==> config.mk <==
export PLATFORM = sky130hd
export DESIGN_NAME = clk_gate_ctrl
export DESIGN_NICKNAME = d
export VERILOG_FILES = /design/src/rtl/clk_gate_ctrl.sv
export SDC_FILE = /design/constraint.sdc
export NUM_CORES = 1
export LEC_CHECK = 0
export ABC_AREA = 1
export ABC_CLOCK_PERIOD_IN_PS = 2300
export CAP_MARGIN = 0
export CORE_MARGIN = 3
export CORE_UTILIZATION = 56
export CTS_CLUSTER_DIAMETER = 200
export CTS_CLUSTER_SIZE = 12
export DETAILED_ROUTE_END_ITERATION = 12
export GPL_TIMING_DRIVEN = 1
export PLACE_DENSITY = 0.82
export SLEW_MARGIN = 10
export SYNTH_ARGS = -nofsm -noshare
export SYNTH_HDL_FRONTEND = slang
export SYNTH_SLANG_ARGS = --single-unit
==> constraint.sdc <==
create_clock -name CLK -period 2.3 [get_ports CLK]
set_input_delay 0.23 -clock CLK [delete_from_list [all_inputs] [get_ports CLK]]
set_output_delay 0.23 -clock CLK [all_outputs]
set_load 0.05 [all_outputs]
==> src/rtl/clk_gate_ctrl.sv <==
// Enable sequencer for a latch-based clock-gate cell: wake settle, idle hysteresis, per-requester ack.
// Optional DFT override of CLK_EN via input TEST_EN when CLK_GATE_CTRL_TEST_EN is defined.
module clk_gate_ctrl #(
    parameter int unsigned NUM_REQ     = 4,
    parameter int unsigned WAKE_CYCLES = 2,
    parameter int unsigned IDLE_CYCLES = 8,
    parameter int unsigned CNT_W       = 8
) (
    input  logic               CLK,
    input  logic               RST,
`ifdef CLK_GATE_CTRL_TEST_EN
    input  logic               TEST_EN,
`endif
    input  logic [NUM_REQ-1:0] REQ,
    output logic [NUM_REQ-1:0] ACK,
    output logic               CLK_EN,
    output logic               GATE_ON
);

    localparam logic [CNT_W-1:0] WAKE_LOAD = (WAKE_CYCLES == 0) ? '0 : CNT_W'(WAKE_CYCLES - 1);
    localparam logic [CNT_W-1:0] IDLE_LOAD = (IDLE_CYCLES == 0) ? '0 : CNT_W'(IDLE_CYCLES - 1);

    typedef enum logic [1:0] {
        S_OFF  = 2'd0,
        S_WAKE = 2'd1,
        S_ON   = 2'd2,
        S_IDLE = 2'd3
    } state_e;

    state_e             state_q, state_d;
    logic [CNT_W-1:0]   cnt_q, cnt_d;
    logic [NUM_REQ-1:0] ack_q, ack_d;
    logic               clk_en_q, clk_en_d;
    logic               gate_on_q, gate_on_d;
    logic               any_req;

    // Next-state, counter and registered-output decode
    always_comb begin
        state_d   = state_q;
        cnt_d     = cnt_q;
        any_req   = |REQ;

        case (state_q)
            S_OFF: begin
                if (any_req) begin
                    if (WAKE_CYCLES > 0) begin
                        state_d = S_WAKE;
                        cnt_d   = WAKE_LOAD;
                    end else begin
                        state_d = S_ON;
                    end
                end
            end
            S_WAKE: begin
                if (cnt_q == '0) begin
                    state_d = S_ON;
                end else begin
                    cnt_d = cnt_q - CNT_W'(1);
                end
            end
            S_ON: begin
                if (!any_req) begin
                    if (IDLE_CYCLES > 0) begin
                        state_d = S_IDLE;
                        cnt_d   = IDLE_LOAD;
                    end else begin
                        state_d = S_OFF;
                    end
                end
            end
            S_IDLE: begin
                // A returning request cancels the shutdown without another settle pass
                if (any_req) begin
                    state_d = S_ON;
                end else if (cnt_q == '0) begin
                    state_d = S_OFF;
                end else begin
                    cnt_d = cnt_q - CNT_W'(1);
                end
            end
            default: begin
                state_d = S_OFF;
                cnt_d   = '0;
            end
        endcase

        ack_d     = (state_d == S_ON) ? REQ : '0;
        clk_en_d  = (state_d != S_OFF);
        gate_on_d = (state_d == S_ON) || (state_d == S_IDLE);
    end

    // State and output registers with synchronous active-low reset
    always_ff @(posedge CLK) begin
        if (!RST) begin
            state_q   <= S_OFF;
            cnt_q     <= '0;
            ack_q     <= '0;
            clk_en_q  <= 1'b0;
            gate_on_q <= 1'b0;
        end else begin
            state_q   <= state_d;
            cnt_q     <= cnt_d;
            ack_q     <= ack_d;
            clk_en_q  <= clk_en_d;
            gate_on_q <= gate_on_d;
        end
    end

    assign ACK     = ack_q;
    assign GATE_ON = gate_on_q;

`ifdef CLK_GATE_CTRL_TEST_EN
    // Scan/DFT forces the gated domain to clock without disturbing the sequencer
    assign CLK_EN = clk_en_q | TEST_EN;
`else
    assign CLK_EN = clk_en_q;
`endif

endmodule
==> results by stage <==
Run status:
- The run finished with clean final reports.

Clock network:
- The H-tree depth is 1.
- Clock tree synthesis found a total of 16 sinks.
- In this run, post-CTS hold repair placed 0 buffers.
- Once the clock tree was built, the setup fixing pass inserted 0 buffers.
- In this run, CTS created clock tree buffers numbering 3.
- The clock reaches the later pin of the worst-skew pair after 0.29 ns.
- TritonCTS built the clock tree.
- After clock tree synthesis, the repair step resized 0 gates.
- The buffer depth of the longest clock path is 2.
- The register clock-pin slew on the reported worst setup and hold paths is 0.09 ns.
- The root buffer cell chosen for the clock tree is sky130_fd_sc_hd__clkbuf_4.

Yosys:
- Summing the sequential cell areas from Yosys gives 38.1% of the chip area.
- After synthesis the netlist holds a flip-flop and latch count of 16.
- The net count after synthesis is 119.
- The most frequently used flop master after synthesis is sky130_fd_sc_hd__dfxtp_1.
- Counting distinct cell types in the post-synthesis netlist gives 21.
- Yosys instantiated no cell more often than sky130_fd_sc_hd__nand2_1.
- The netlist area before placement is 841 um2.
- The synthesized design spends more area on one cell type than any other, namely sky130_fd_sc_hd__dfxtp_1.
- Yosys mapped a number of flops with a built-in enable equal to 0.
- The commonest cells after synthesis are sky130_fd_sc_hd__nand2_1 (22), sky130_fd_sc_hd__nor2_1 (19), sky130_fd_sc_hd__dfxtp_1 (16), sky130_fd_sc_hd__inv_1 (16), sky130_fd_sc_hd__nand3_1 (6).
- The share of synthesized flip-flops with an asynchronous set or reset is 0%.
- The Yosys warning count is 0.
- Synthesis handed over a netlist of around 110 instances.
- The post-synthesis area per instance is 7.57 um2.
- After synthesis, the largest area contributor takes up 38.1% of total cell area.
- Ranked by total cell area, the synthesized netlist is headed by sky130_fd_sc_hd__dfxtp_1 (38%), sky130_fd_sc_hd__nand2_1 (9.8%), sky130_fd_sc_hd__nor2_1 (8.5%).

Timing:
- The count of endpoints failing hold in the final timing report is 0.
- The tightest slew margin relative to the limit is between 60 and 70%.
- The final critical path time including I/O delays and setup is 1.63 ns.
- Setup violations remaining at the end of the flow were counted as 0.
- The clock arrives with 0.00179 ns of skew.
- The sum of negative setup slack is 0 ns.
- The slew at the pin closest to its max-slew limit is 0.496 ns.
- Setup repair after global routing left no endpoint under its margin.
- The final count of pins violating max slew came to 0.
- The upper clock frequency limit is about 0.61 GHz.
- The final critical-path share of the clock period is 70.8%.

Global routing:
- Entering global routing, the biggest net connects 17 pins.
- Global routing used 19.2% of the available tracks.
- The number of global-route vias before repair was ~670.
- The first global-routing pass estimated approximately 2700 um of wire.
- The total overflow left after global routing is 0.
- The number of antenna violations at the first check in global routing is 0.

Route:
- Once detail routing completed, the nets flagged for antenna violations numbered 0.
- The final route contains between 700 and 800 vias.
- For this block, the routed nets add up to 1510 um of wire.
- The detailed-route wire length per cell is 10.8 um.
- In the routed layout, each cell is associated on average with a via count of 5.13.
- In the routed design, unresolved DRC markers number 0.
- The detailed router finished its first iteration with 22 violations.
- The number of iterations in the first detailed-routing pass is 5.

Min path:
- The worst hold path class is register to register.
- The worst hold path begins at cnt_q[7]$_SDFFE_PN0P_.
- The worst hold path terminates at cnt_q[7]$_SDFFE_PN0P_.
- The cell count of the worst hold path is 2.

Floorplanning:
- The die covers 2000 um2.
- 12 I/O pins were placed.
- Once the floorplan was initialized, standard cells occupied 62.3% of the core.
- The core region area is roughly 1400 um2.
- The width of the die is 44.8 um.
- The initialized floorplan defines 13 standard-cell rows.
- The die is approximately 45 um tall.

Finish:
- Relative to the synthesized area, the layout overhead comes to 17.9%.
- The fraction of layout instances using a drive strength above 1 is 16.0%.
- The total number of nets in the final design is approximately 130.
- The final instance area is between 900 and 1000 um2.
- The number of inserted diodes is 0.

Setup path:
- The register-to-register setup slack is 0.68 ns.
- The nature of the critical path startpoint is a register.
- The buffering stage count on the worst path with inverters included is 1.
- The kind of cell with the highest combined delay along the critical path is buffers and inverters.
- At the worst endpoint, the arrival time is 1.40 ns.
- The delay contributed by the slowest stage of the critical path is between 0.7 and 0.8 ns.
- The peak fanout along the critical path is 1.
- The worst setup path is captured at an output pin.
- The required time at the endpoint of the critical path is 2.07 ns.
- In this run the critical register-to-register path is captured at cnt_q[1]$_SDFFE_PN0P_.
- The critical path goes through clkdlybuf4s50_1.
- In this run the critical register-to-register path is launched from cnt_q[0]$_SDFFE_PN0P_.
- For this design, the slowest cell found on the critical path is sky130_fd_sc_hd__clkdlybuf4s50_1.
- The critical setup path kind is register to output pin.
- The logic depth of the worst register-to-register path is 10.

Placed design:
- The routability-driven placement congestion ratio is 0.857.
- The quantity of I/O buffers inserted on ports is 11.
- The post-place instance area is 955 um2.
- The detailed-placement wirelength estimate is approximately 1200 um.

Pwr:
- The overall power consumption is 1550 uW.
- The total power per unit cell area is between 1500 and 2000 nW/um2.
- VDD sags by at most 0.851 mV.
- In this run the static leakage power is ~0.00045 uW.

Run:
- Max-cap violations in this run came to 0.
## metal layers
| layer | GRT usage (%) | up-vias | wire [um] |
|---|---|---|---|
| li1 | - | 376 | - |
| met1 | 21.8 | 319 | 680 |
| met2 | 31.5 | 17 | 713 |
| met3 | 5.98 | 6 | 75 |
| met4 | 10.8 | 0 | 37 |
| met5 | 0 | - | 0 |
## report_power, final
| group | switching (uW) | internal (uW) |
|---|---|---|
| Combinational | 593 | 304 |
| Clock | 88.5 | 96.5 |
| Sequential | 87.6 | 376 |
| Total | 769 | 777 |
## sequential cells by signal (all words and copies together) (netlist names)
name,count
CLK_EN,1
ACK,4
state_q,2
cnt_q,8
GATE_ON,1
## kinds of logic after synthesis
group	count (synthesis)	share of synthesized area, %
buffers and inverters	18	9.37
and+or+nand+nor	64	42.1
DFF	16	38.1
AOI/OAI and AO/OA	11	7.44
adders and majority gates	2	2.98
## per-stage QoR
stage | setup WS (ns) | cells | hold slack (ns) | utilization, %
global route | 0.504 | 140 | 0.531 | 73.4
floorplan | 0.964 | 111 | 0.346 | -
detailed placement | 0.506 | 136 | 0.481 | 70.7
global placement | 0.565 | 136 | 0.472 | 70.7
finish | 0.672 | 140 | 0.493 | 73.4
CTS | 0.656 | 140 | 0.495 | 73.4
## layout by cell type, fill, tap and decap left out
| master | count |
|---|---|
| sky130_fd_sc_hd__nor2_1 | 19 |
| sky130_fd_sc_hd__clkdlybuf4s50_1 | 11 |
| sky130_fd_sc_hd__nand2_2 | 4 |
| sky130_fd_sc_hd__ha_1 | 2 |
| sky130_fd_sc_hd__o21ai_0 | 4 |
| sky130_fd_sc_hd__nand2_1 | 22 |
| sky130_fd_sc_hd__o21ai_1 | 3 |
| sky130_fd_sc_hd__nand2_4 | 1 |
| sky130_fd_sc_hd__nor2_4 | 1 |
| sky130_fd_sc_hd__nor2_8 | 2 |
| sky130_fd_sc_hd__nand4_1 | 1 |
| sky130_fd_sc_hd__nand3_2 | 1 |
| sky130_fd_sc_hd__nor3_1 | 2 |
| sky130_fd_sc_hd__nand3_1 | 6 |
| sky130_fd_sc_hd__clkbuf_4 | 3 |
| sky130_fd_sc_hd__dfxtp_1 | 16 |
| sky130_fd_sc_hd__inv_1 | 16 |
| sky130_fd_sc_hd__clkbuf_8 | 1 |
| sky130_fd_sc_hd__a21oi_1 | 2 |
| sky130_fd_sc_hd__nor3b_2 | 4 |
| sky130_fd_sc_hd__clkinv_1 | 1 |
| sky130_fd_sc_hd__nor2_2 | 1 |
| sky130_fd_sc_hd__a21oi_2 | 2 |
## worst register-to-register path: cells and delay by family (launching register included)
kind,cells,cell delay [ns]
and+or+nand+nor,6,0.63
DFF,1,0.35
buffers and inverters,3,0.32
adders and majority gates,1,0.20
## final cells by class
| class | count | area [um2] |
|---|---|---|
| Fill cell | 99 | 359 |
| Timing Repair Buffer | 11 | 110 |
| Clock buffer | 4 | 36.3 |
| Sequential cell | 16 | 320 |
| Tap cell | 15 | 18.8 |
| Multi-Input combinational cell | 77 | 442 |
| Inverter | 17 | 63.8 |
## how the worst max path moves through the flow
| stage | endpoint | cells past startpoint | startpoint |
|---|---|---|---|
| after floorplan | cnt_q[0]$_SDFFE_PN0P_ | 10 | cnt_q[0]$_SDFFE_PN0P_ |
| after global placement | cnt_q[1]$_SDFFE_PN0P_ | 9 | REQ[1] |
| after detailed placement | cnt_q[0]$_SDFFE_PN0P_ | 9 | REQ[1] |
| after CTS | GATE_ON | 1 | GATE_ON$_SDFF_PN0_ |
| after global routing | cnt_q[2]$_SDFFE_PN0P_ | 10 | cnt_q[0]$_SDFFE_PN0P_ |
| final | ACK[3] | 1 | ACK[3]$_SDFF_PN0_ |
Power figures use the tool's default switching activity.
